$ cat src/rtl/tri_bus_arbiter.sv
// Round-robin owner sequencer for a shared tristate net with turnaround gap and tenure limit.
// Optional bus-park output enabled by defining TRI_BUS_ARB_PARK_EN.
module tri_bus_arbiter #(
  parameter int N          = 4,
  parameter int TURN_CYC   = 1,
  parameter int MAX_TENURE = 8,
  parameter int IDW        = $clog2(N)
) (
  input  logic           clk,
  input  logic           rst_n,
  input  logic [N-1:0]   req,
  output logic [N-1:0]   grant,
  output logic [N-1:0]   drive_en,
  output logic [IDW-1:0] owner,
  output logic           busy,
  output logic           turn,
  output logic           expired,
  output logic           park_en
);

  localparam int TCW = (TURN_CYC > 1) ? $clog2(TURN_CYC + 1) : 1;
  localparam int TNW = (MAX_TENURE > 1) ? $clog2(MAX_TENURE + 1) : 1;
  localparam logic [TCW-1:0] TURN_LD  = TCW'(TURN_CYC);
  localparam logic [TNW-1:0] TEN_MAX  = TNW'(MAX_TENURE);
  localparam logic [IDW-1:0] LAST_IDX = IDW'(N - 1);
  localparam logic [N-1:0]   ONE_HOT0 = N'(1);

  typedef enum logic [1:0] {
    IDLE = 2'd0,
    OWN  = 2'd1,
    TURN = 2'd2
  } state_t;

  // First set request at or above ptr, wrapping modulo N; MSB of the result flags a winner.
  function automatic logic [IDW:0] rr_pick(input logic [N-1:0] r, input logic [IDW-1:0] ptr);
    logic           found;
    logic [IDW-1:0] idx;
    logic [IDW:0]   pos;
    found = 1'b0;
    idx   = '0;
    for (int i = 0; i < N; i++) begin
      pos = {1'b0, ptr} + (IDW+1)'(i);
      if (pos >= (IDW+1)'(N)) begin
        pos = pos - (IDW+1)'(N);
      end else begin
        pos = pos;
      end
      if (!found && r[pos[IDW-1:0]]) begin
        found = 1'b1;
        idx   = pos[IDW-1:0];
      end else begin
        idx = idx;
      end
    end
    return {found, idx};
  endfunction

  state_t         state_r, state_s;
  logic [IDW-1:0] rr_ptr_r, rr_ptr_s;
  logic [TNW-1:0] tenure_r, tenure_s;
  logic [TCW-1:0] turn_cnt_r, turn_cnt_s;
  logic [N-1:0]   grant_r, grant_s;
  logic [IDW-1:0] owner_r, owner_s;
  logic           busy_r, busy_s;
  logic           turn_r, turn_s;
  logic           expired_r, expired_s;
  logic           park_r, park_s;
  logic [IDW:0]   pick_s;

  // Next-state and next-output decode for the IDLE/OWN/TURN sequencer.
  always_comb begin
    state_s    = state_r;
    rr_ptr_s   = rr_ptr_r;
    tenure_s   = tenure_r;
    turn_cnt_s = turn_cnt_r;
    grant_s    = grant_r;
    owner_s    = owner_r;
    busy_s     = busy_r;
    turn_s     = turn_r;
    expired_s  = 1'b0;
    pick_s     = rr_pick(req, rr_ptr_r);
    case (state_r)
      IDLE: begin
        if (pick_s[IDW]) begin
          state_s  = OWN;
          grant_s  = ONE_HOT0 << pick_s[IDW-1:0];
          owner_s  = pick_s[IDW-1:0];
          busy_s   = 1'b1;
          turn_s   = 1'b0;
          tenure_s = TNW'(1);
        end else begin
          state_s = IDLE;
        end
      end
      OWN: begin
        // Expiry reuses the release path; expired only fires if the owner still wanted the bus.
        if (!req[owner_r] || ((MAX_TENURE != 0) && (tenure_r == TEN_MAX))) begin
          state_s    = TURN;
          grant_s    = '0;
          busy_s     = 1'b0;
          turn_s     = 1'b1;
          turn_cnt_s = TURN_LD;
          rr_ptr_s   = (owner_r == LAST_IDX) ? '0 : owner_r + IDW'(1);
          expired_s  = req[owner_r];
        end else if ((MAX_TENURE != 0) && (tenure_r != TEN_MAX)) begin
          tenure_s = tenure_r + TNW'(1);
        end else begin
          tenure_s = tenure_r;
        end
      end
      TURN: begin
        if (turn_cnt_r == TCW'(1)) begin
          turn_s = 1'b0;
          if (pick_s[IDW]) begin
            state_s  = OWN;
            grant_s  = ONE_HOT0 << pick_s[IDW-1:0];
            owner_s  = pick_s[IDW-1:0];
            busy_s   = 1'b1;
            tenure_s = TNW'(1);
          end else begin
            state_s = IDLE;
          end
        end else begin
          turn_cnt_s = turn_cnt_r - TCW'(1);
        end
      end
      default: begin
        state_s = IDLE;
        grant_s = '0;
        busy_s  = 1'b0;
        turn_s  = 1'b0;
      end
    endcase
`ifdef TRI_BUS_ARB_PARK_EN
    park_s = (state_s == IDLE);
`else
    park_s = 1'b0;
`endif
  end

  // State and output registers; async reset clears every enable immediately.
  always_ff @(posedge clk or negedge rst_n) begin
    if (!rst_n) begin
      state_r    <= IDLE;
      rr_ptr_r   <= '0;
      tenure_r   <= '0;
      turn_cnt_r <= '0;
      grant_r    <= '0;
      owner_r    <= '0;
      busy_r     <= 1'b0;
      turn_r     <= 1'b0;
      expired_r  <= 1'b0;
      park_r     <= 1'b0;
    end else begin
      state_r    <= state_s;
      rr_ptr_r   <= rr_ptr_s;
      tenure_r   <= tenure_s;
      turn_cnt_r <= turn_cnt_s;
      grant_r    <= grant_s;
      owner_r    <= owner_s;
      busy_r     <= busy_s;
      turn_r     <= turn_s;
      expired_r  <= expired_s;
      park_r     <= park_s;
    end
  end

  assign grant    = grant_r;
  assign drive_en = grant_r;
  assign owner    = owner_r;
  assign busy     = busy_r;
  assign turn     = turn_r;
  assign expired  = expired_r;
  assign park_en  = park_r;

endmodule

$ cat config.mk
export PLATFORM = sky130hd
export DESIGN_NAME = tri_bus_arbiter
export DESIGN_NICKNAME = d
export VERILOG_FILES = /design/src/rtl/tri_bus_arbiter.sv
export SDC_FILE = /design/constraint.sdc
export NUM_CORES = 1
export LEC_CHECK = 0
export CAP_MARGIN = 40
export CORE_ASPECT_RATIO = 0.9
export CORE_MARGIN = 3
export CORE_UTILIZATION = 49
export CTS_CLUSTER_SIZE = 28
export DETAILED_ROUTE_END_ITERATION = 12
export PLACE_DENSITY = 0.77
export REMOVE_ABC_BUFFERS = 1
export SLEW_MARGIN = 20
export SYNTH_ARGS = -nofsm -noshare
export SYNTH_HDL_FRONTEND = slang
export SYNTH_SLANG_ARGS = --single-unit
$ cat constraint.sdc
create_clock -name clk -period 1.9 [get_ports clk]
set_input_delay 0.285 -clock clk [delete_from_list [all_inputs] [get_ports clk]]
set_output_delay 0.285 -clock clk [all_outputs]
set_load 0.1 [all_outputs]
==> results of run 1 <==
-- layout by cell type (no fill, tap or decap), drive strengths merged, types with 3 or more instances in the layout --
cell type | netlist | layout
clkdlybuf4s50 | 0 | 5
ha | 3 | 3
clkbuf | 0 | 4
a32o | 4 | 4
nand2 | 11 | 11
nand3 | 3 | 3
o31ai | 3 | 3
o211ai | 3 | 3
inv | 5 | 5
buf | 5 | 23
o21ai | 4 | 4
nor2 | 4 | 4
dfrtp | 18 | 18
nand2b | 4 | 4
-- final timing paths --
| kind | start | end | slack (ns) | cells past startpoint |
|---|---|---|---|---|
| worst max-delay path | req[0] | rr_ptr_r[1] | 0.29 | 4 |
| worst min-delay path | rst_n | rr_ptr_r[1] | 0.30 | 2 |
| worst max register to register | owner[0] | rr_ptr_r[1] | 0.33 | 3 |
| worst min register to register | tenure_r[2] | tenure_r[2] | 0.51 | 1 |
| max in group asynchronous | rst_n | tenure_r[0] | 1.39 | 2 |
| min in group clk | tenure_r[2] | tenure_r[2] | 0.51 | 1 |
-- layout make-up --
| cell class | count | area, sq um | area share |
|---|---|---|---|
| sequential | 18 | 450.4 | 0.3655 |
| multi-input combinational | 61 | 461.7 | 0.3746 |
| clock buffer | 4 | 36.28 | 0.02944 |
| timing repair buffer | 28 | 235.2 | 0.1909 |
| tap | 24 | 30.03 | 0.02437 |
| inverter | 5 | 18.77 | 0.01523 |
-- registers in the layout, summed over array words and instances (netlist names) --
signal      flops
owner           2
busy            1
tenure_r        4
state_r         2
turn            1
drive_en        4
turn_cnt_r      1
expired         1
rr_ptr_r        2
-- synth_stat cells, drive strengths merged --
master  instances  area share
a211o           1      0.0090
a211oi          1      0.0078
a21boi          1       0.019
a21o            2       0.015
a21oi           2       0.010
a221o           1       0.010
a221oi          1      0.0090
a31o            1      0.0090
a31oi           1      0.0065
a32o            4       0.041
and3            1       0.012
buf             5       0.039
conb            1      0.0039
dfrtp          18        0.47
ha              3       0.039
inv             5       0.019
mux2            1       0.012
mux2i           1       0.010
mux4            1       0.023
nand2          11       0.043
nand2b          4       0.026
nand3           3       0.021
nand3b          1      0.0078
nor2            4       0.015
nor2b           2       0.013
nor3            1      0.0052
nor4            1      0.0065
o211a           1       0.010
o211ai          3       0.037
o21ai           4       0.021
o31ai           3       0.034
-- layer usage --
metal | share of wire | track usage
met3 | 0.061 | 0.05505
met2 | 0.47 | 0.3144
met5 | 0 | 0
met1 | 0.46 | 0.2336
met4 | 0.0052 | 0.03061
-- stage by stage --
stage	cell area (sq um)	hold WS, ns
global route	1232	0.3113
global placement	1196	0.4717
detailed placement	1196	0.4923
floorplan	930.9	-0.01059
finish	1232	0.3039
CTS	1232	0.3031
-- cell families (layout without fill, tap and decap cells) --
logic type	count (synthesis)	count (layout)	synth area share
AND/OR/NAND/NOR	28	28	0.1486
AO/OA/AOI/OAI	26	26	0.2403
flip-flops	18	18	0.4651
buffers and inverters	10	37	0.05814
adder cells (fa/ha/maj)	3	3	0.03876
multiplexers	3	3	0.04522
other	1	1	0.003872
==> results.md, run 1 <==
| Result | Value | Unit |
| --- | --- | --- |
| Synth Register Bits | 18 | - |
| Highest achievable clock rate | 621.1 | MHz |
| Final weighted congestion in routability-driven placement | 0.8334 | - |
| Fin crit period | 1.610 | ns |
| # port buffers | 18 | - |
| Layout filler cell count | 159 | - |
| Post-placement worst setup slack | -0.03658 | ns |
| Total wire length after detailed routing | 1935 | um |
| I/O pin cnt | 20 | - |
| Area of the placeable core | 1769 | sq um |
| Fin. max-slew vios | 0 | - |
| Kind of cell adding the most delay to the critical path | multiplexers | - |
| Distinct cell type count of the synthesized netlist | 35 | - |
| Count of non-filler cells in the finished layout | 140 | - |
| RSZ-0062 raised after global routing | no | - |
| Seq/Total Area, Yosys | 0.4651 | - |
| # H-tree levels | 1 | - |
| First-pass detailed-route iteration total | 4 | - |
| Wire length of the first global-routing pass | 3291 | um |
| Height of the die | 48.18 | um |
| Post-Syn Area | 968.4 | sq um |
| Maximum fanout count along the critical path | 4 | - |
| Total vias in the final route | 773 | - |
| Starting density of the core | 0.5474 | - |
| Inserted Clock Buffers | 3 | - |
| Final-stage net count | 126 | - |
| Max-cap violations | 0 | - |
| Core Util, Final | 0.6966 | - |
| Horizontal die dimension | 52.86 | um |
| Detailed Place HPWL | 1554 | um |
| Total routing resource utilization after global routing | 0.1822 | - |
| Syn Inst Count | 89 | - |
| CTS root buffer | sky130_fd_sc_hd__clkbuf_4 | - |
| Max Clock Skew | 0.01179 | ns |
| Post-synthesis average cell area | 10.88 | sq um |
| Antenna violations before repair | 0 | - |
| Kind of start point of the critical path | primary input | - |
| Total congestion overflow | 0 | - |
| Final critical-path share of the clock period | 0.8474 | - |
| YS warnings | 0 | - |
| 1st-iter DRT viols | 11 | - |
| Maximum number of pins on one net before global-route repair | 19 | - |
| Critical Setup Path Class | in -> reg | - |
| Number of hold violations in the final report | 0 | - |
| Max stage delay cell, worst path | sky130_fd_sc_hd__mux4_2 | - |
| Layout cell share with drive strength beyond 1 | 0.3103 | - |
| Mean number of vias per cell | 5.521 | - |
| Worst setup slack after layout | 0.2900 | ns |
| Longest individual stage delay on the worst path | 0.55 | ns |
| Syn-to-layout area delta | 27.26 | % |
| Vias in the first global route | 737 | - |
| Worst skew pair latency | 0.29 | ns |
| # DRC | 0 | - |
| Post-DRT Antenna Nets | 0 | - |
| Hold/Removal Path Class | in -> async | - |
| Worst setup EP type | flip-flop | - |
| Outcome | finished clean | - |
| Final-layout setup total negative slack | 0 | ns |
| Diodes inserted | 0 | - |
| DR WL/cell | 13.82 | um |
| Post-CTS resize count | 0 | - |
| Die Outline Area | 2547 | sq um |
| Setup Buffers After CTS | 0 | - |
| Number of sinks driven by the clock tree | 18 | - |
| Clock transition at path regs | 0.11 | ns |
| TritonCTS clock tree | done | - |
| Hold-fix buffers at CTS | 0 | - |
| Maximum number of buffers from clock root to sink | 2 | - |
| Crit path buffers/inverters | 1 | - |
| Data required time at the worst endpoint | 2.09 | ns |
| Critical path cell sequence | clkdlybuf4s50_1 -> mux4_2 -> a21boi_4 -> mux2_2 | - |
| Placed cell count | 136 | - |
| Setup violation total in the final timing report | 0 | - |
| Cell row count | 14 | - |
| Critical path arrival | 1.80 | ns |
Power of run 1 is not shown: default switching activity piles up to over one toggle a cycle in this logic, so the estimate is an artifact.
==> run 2: changes to the inputs <==
Settings changed: CORE_UTILIZATION 49 to 44, PLACE_DENSITY 0.77 to 0.73.
Clock period 1.9 ns to 1.47 ns, I/O delays scaled along.
==> results.md, run 2 (synthesis results as in run 1) <==
| Result | Value | Unit | vs previous |
| --- | --- | --- | --- |
| Outcome | finished, violations left | - |  |
| Failing checks | negative setup slack | - |  |
| RSZ-0062 raised after global routing | yes | - |  |
| Wire length of the first global-routing pass | 3891 | um | +18% |
| Antenna violations before repair | 0 | - | unchanged |
| Final-stage net count | 134 | - | +6.3% |
| # H-tree levels | 1 | - | unchanged |
| Total routing resource utilization after global routing | 0.1824 | - | +0.0002377 |
| Height of the die | 50.51 | um | +4.8% |
| Most common cell after layout, fill and taps aside | sky130_fd_sc_hd__dfrtp_1 | - |  |
| # port buffers | 18 | - | unchanged |
| Worst skew pair latency | 0.30 | ns | about the same |
| Detailed Place HPWL | 1797 | um | +16% |
| Hold-fix buffers at CTS | 0 | - | unchanged |
| Setup violation total in the final timing report | 11 | - | +11 |
| Final critical-path share of the clock period | 1.067 | - |  |
| I/O pin cnt | 20 | - | unchanged |
| Area of the placeable core | 2008 | sq um | +14% |
| Worst setup EP type | flip-flop | - |  |
| Fin. max-slew vios | 0 | - | unchanged |
| Diodes inserted | 0 | - | unchanged |
| Die Outline Area | 2801 | sq um | +10% |
| Critical path arrival | 1.77 | ns | -0.03 ns |
| Max Clock Skew | 0.008485 | ns | -0.003304 ns |
| Inserted Clock Buffers | 3 | - | unchanged |
| Max-cap violations | 0 | - | unchanged |
| Clock transition at path regs | 0.11 | ns | about the same |
| Number of sinks driven by the clock tree | 18 | - | unchanged |
| Highest achievable clock rate | 637.4 | MHz |  |
| TritonCTS clock tree | done | - |  |
| Final weighted congestion in routability-driven placement | 0.7585 | - | -9.0% |
| Total congestion overflow | 0 | - | unchanged |
| Horizontal die dimension | 55.45 | um | +4.9% |
| Total vias in the final route | 805 | - | +4.1% |
| Starting density of the core | 0.4822 | - | -0.06514 |
| Number of hold violations in the final report | 0 | - | unchanged |
| Fin crit period | 1.569 | ns |  |
| Layout cell share with drive strength beyond 1 | 0.3790 | - | +0.06869 |
| 1st-iter DRT viols | 15 | - | +4 |
| Worst setup slack after layout | -0.09877 | ns | -0.3887 ns |
| # DRC | 0 | - | unchanged |
| Critical Setup Path Class | reg -> reg | - |  |
| CTS root buffer | sky130_fd_sc_hd__clkbuf_4 | - |  |
| First-pass detailed-route iteration total | 4 | - | unchanged |
| Count of non-filler cells in the finished layout | 149 | - | +6.4% |
| Maximum fanout count along the critical path | 4 | - | unchanged |
| Setup Buffers After CTS | 0 | - | unchanged |
| Hold/Removal Path Class | in -> async | - |  |
| Total wire length after detailed routing | 2243 | um | +16% |
| Mean number of vias per cell | 5.403 | - | -2.2% |
| DR WL/cell | 15.05 | um | +8.9% |
| Post-DRT Antenna Nets | 0 | - | unchanged |
| Vias in the first global route | 895 | - | +21% |
| Maximum number of pins on one net before global-route repair | 19 | - | unchanged |
| Data required time at the worst endpoint | 1.67 | ns | -0.42 ns |
| Cell row count | 15 | - | +1 |
| Placed cell count | 145 | - | +6.6% |
| Kind of start point of the critical path | flip-flop | - |  |
| Highest-count cells in the layout ignoring fill and taps | 18 x sky130_fd_sc_hd__dfrtp_1, 16 x sky130_fd_sc_hd__buf_4, 13 x sky130_fd_sc_hd__buf_12 | - |  |
| Maximum number of buffers from clock root to sink | 2 | - | unchanged |
| Syn-to-layout area delta | 51.68 | % |  |
[run 2: critical path, cell delays in order (launching register included)]
cell,delay (ns)
sky130_fd_sc_hd__dfrtp_1,0.39
sky130_fd_sc_hd__mux4_2,0.58
sky130_fd_sc_hd__a21boi_4,0.18
sky130_fd_sc_hd__mux2_4,0.31
[run 2: what timing repair did]
action | in CTS | in global routing
pin swaps | 3 | 0
setup endpoints to repair | 12 | 14
resized for setup | 5 | 1
[run 2: stage by stage]
step	cell area [sq um]	setup TNS [ns]	hold WS [ns]	worst slack, ns	util
2_1_floorplan	930.9	-12.69	-0.07509	-0.8509	-
3_3_place_gp	1408	-4.885	0.4776	-0.3615	0.7009
3_5_place_dp	1408	-5.356	0.4894	-0.3840	0.7009
4_1_cts	1465	-0.6874	0.2312	-0.09725	0.7296
5_1_grt	1469	-1.491	0.2481	-0.1657	0.7315
6_report	1469	-0.6808	0.2260	-0.09877	0.7315
[run 2: final cells by class]
type	count	area, sq um
multi-input combinational	61	479.2
clock buffer	4	36.28
inverter	5	18.77
fill	129	539.3
timing repair buffer	36	452.9
sequential	18	450.4
tap	25	31.28
[run 2: worst paths after layout]
kind                              from           to  slack [ns]  cells after the start
setup / recovery              owner[0]  rr_ptr_r[1]        -0.1                      3
hold / removal                   rst_n  rr_ptr_r[1]        0.23                      2
setup reg to reg              owner[0]  rr_ptr_r[1]        -0.1                      3
hold reg to reg            tenure_r[2]  tenure_r[2]        0.51                      1
max in group asynchronous        rst_n         busy        1.05                      2
min in group clk           tenure_r[2]  tenure_r[2]        0.51                      1
[run 2: routing by layer]
metal  wire (um)  global-route usage  up-vias
met5           0                   0        -
met2        1065              0.2972       19
li1            -                   -      394
met1        1026              0.2273      386
met3         108             0.04370        6
met4          43             0.08907        0
Power of run 2 is left out for the same reason.
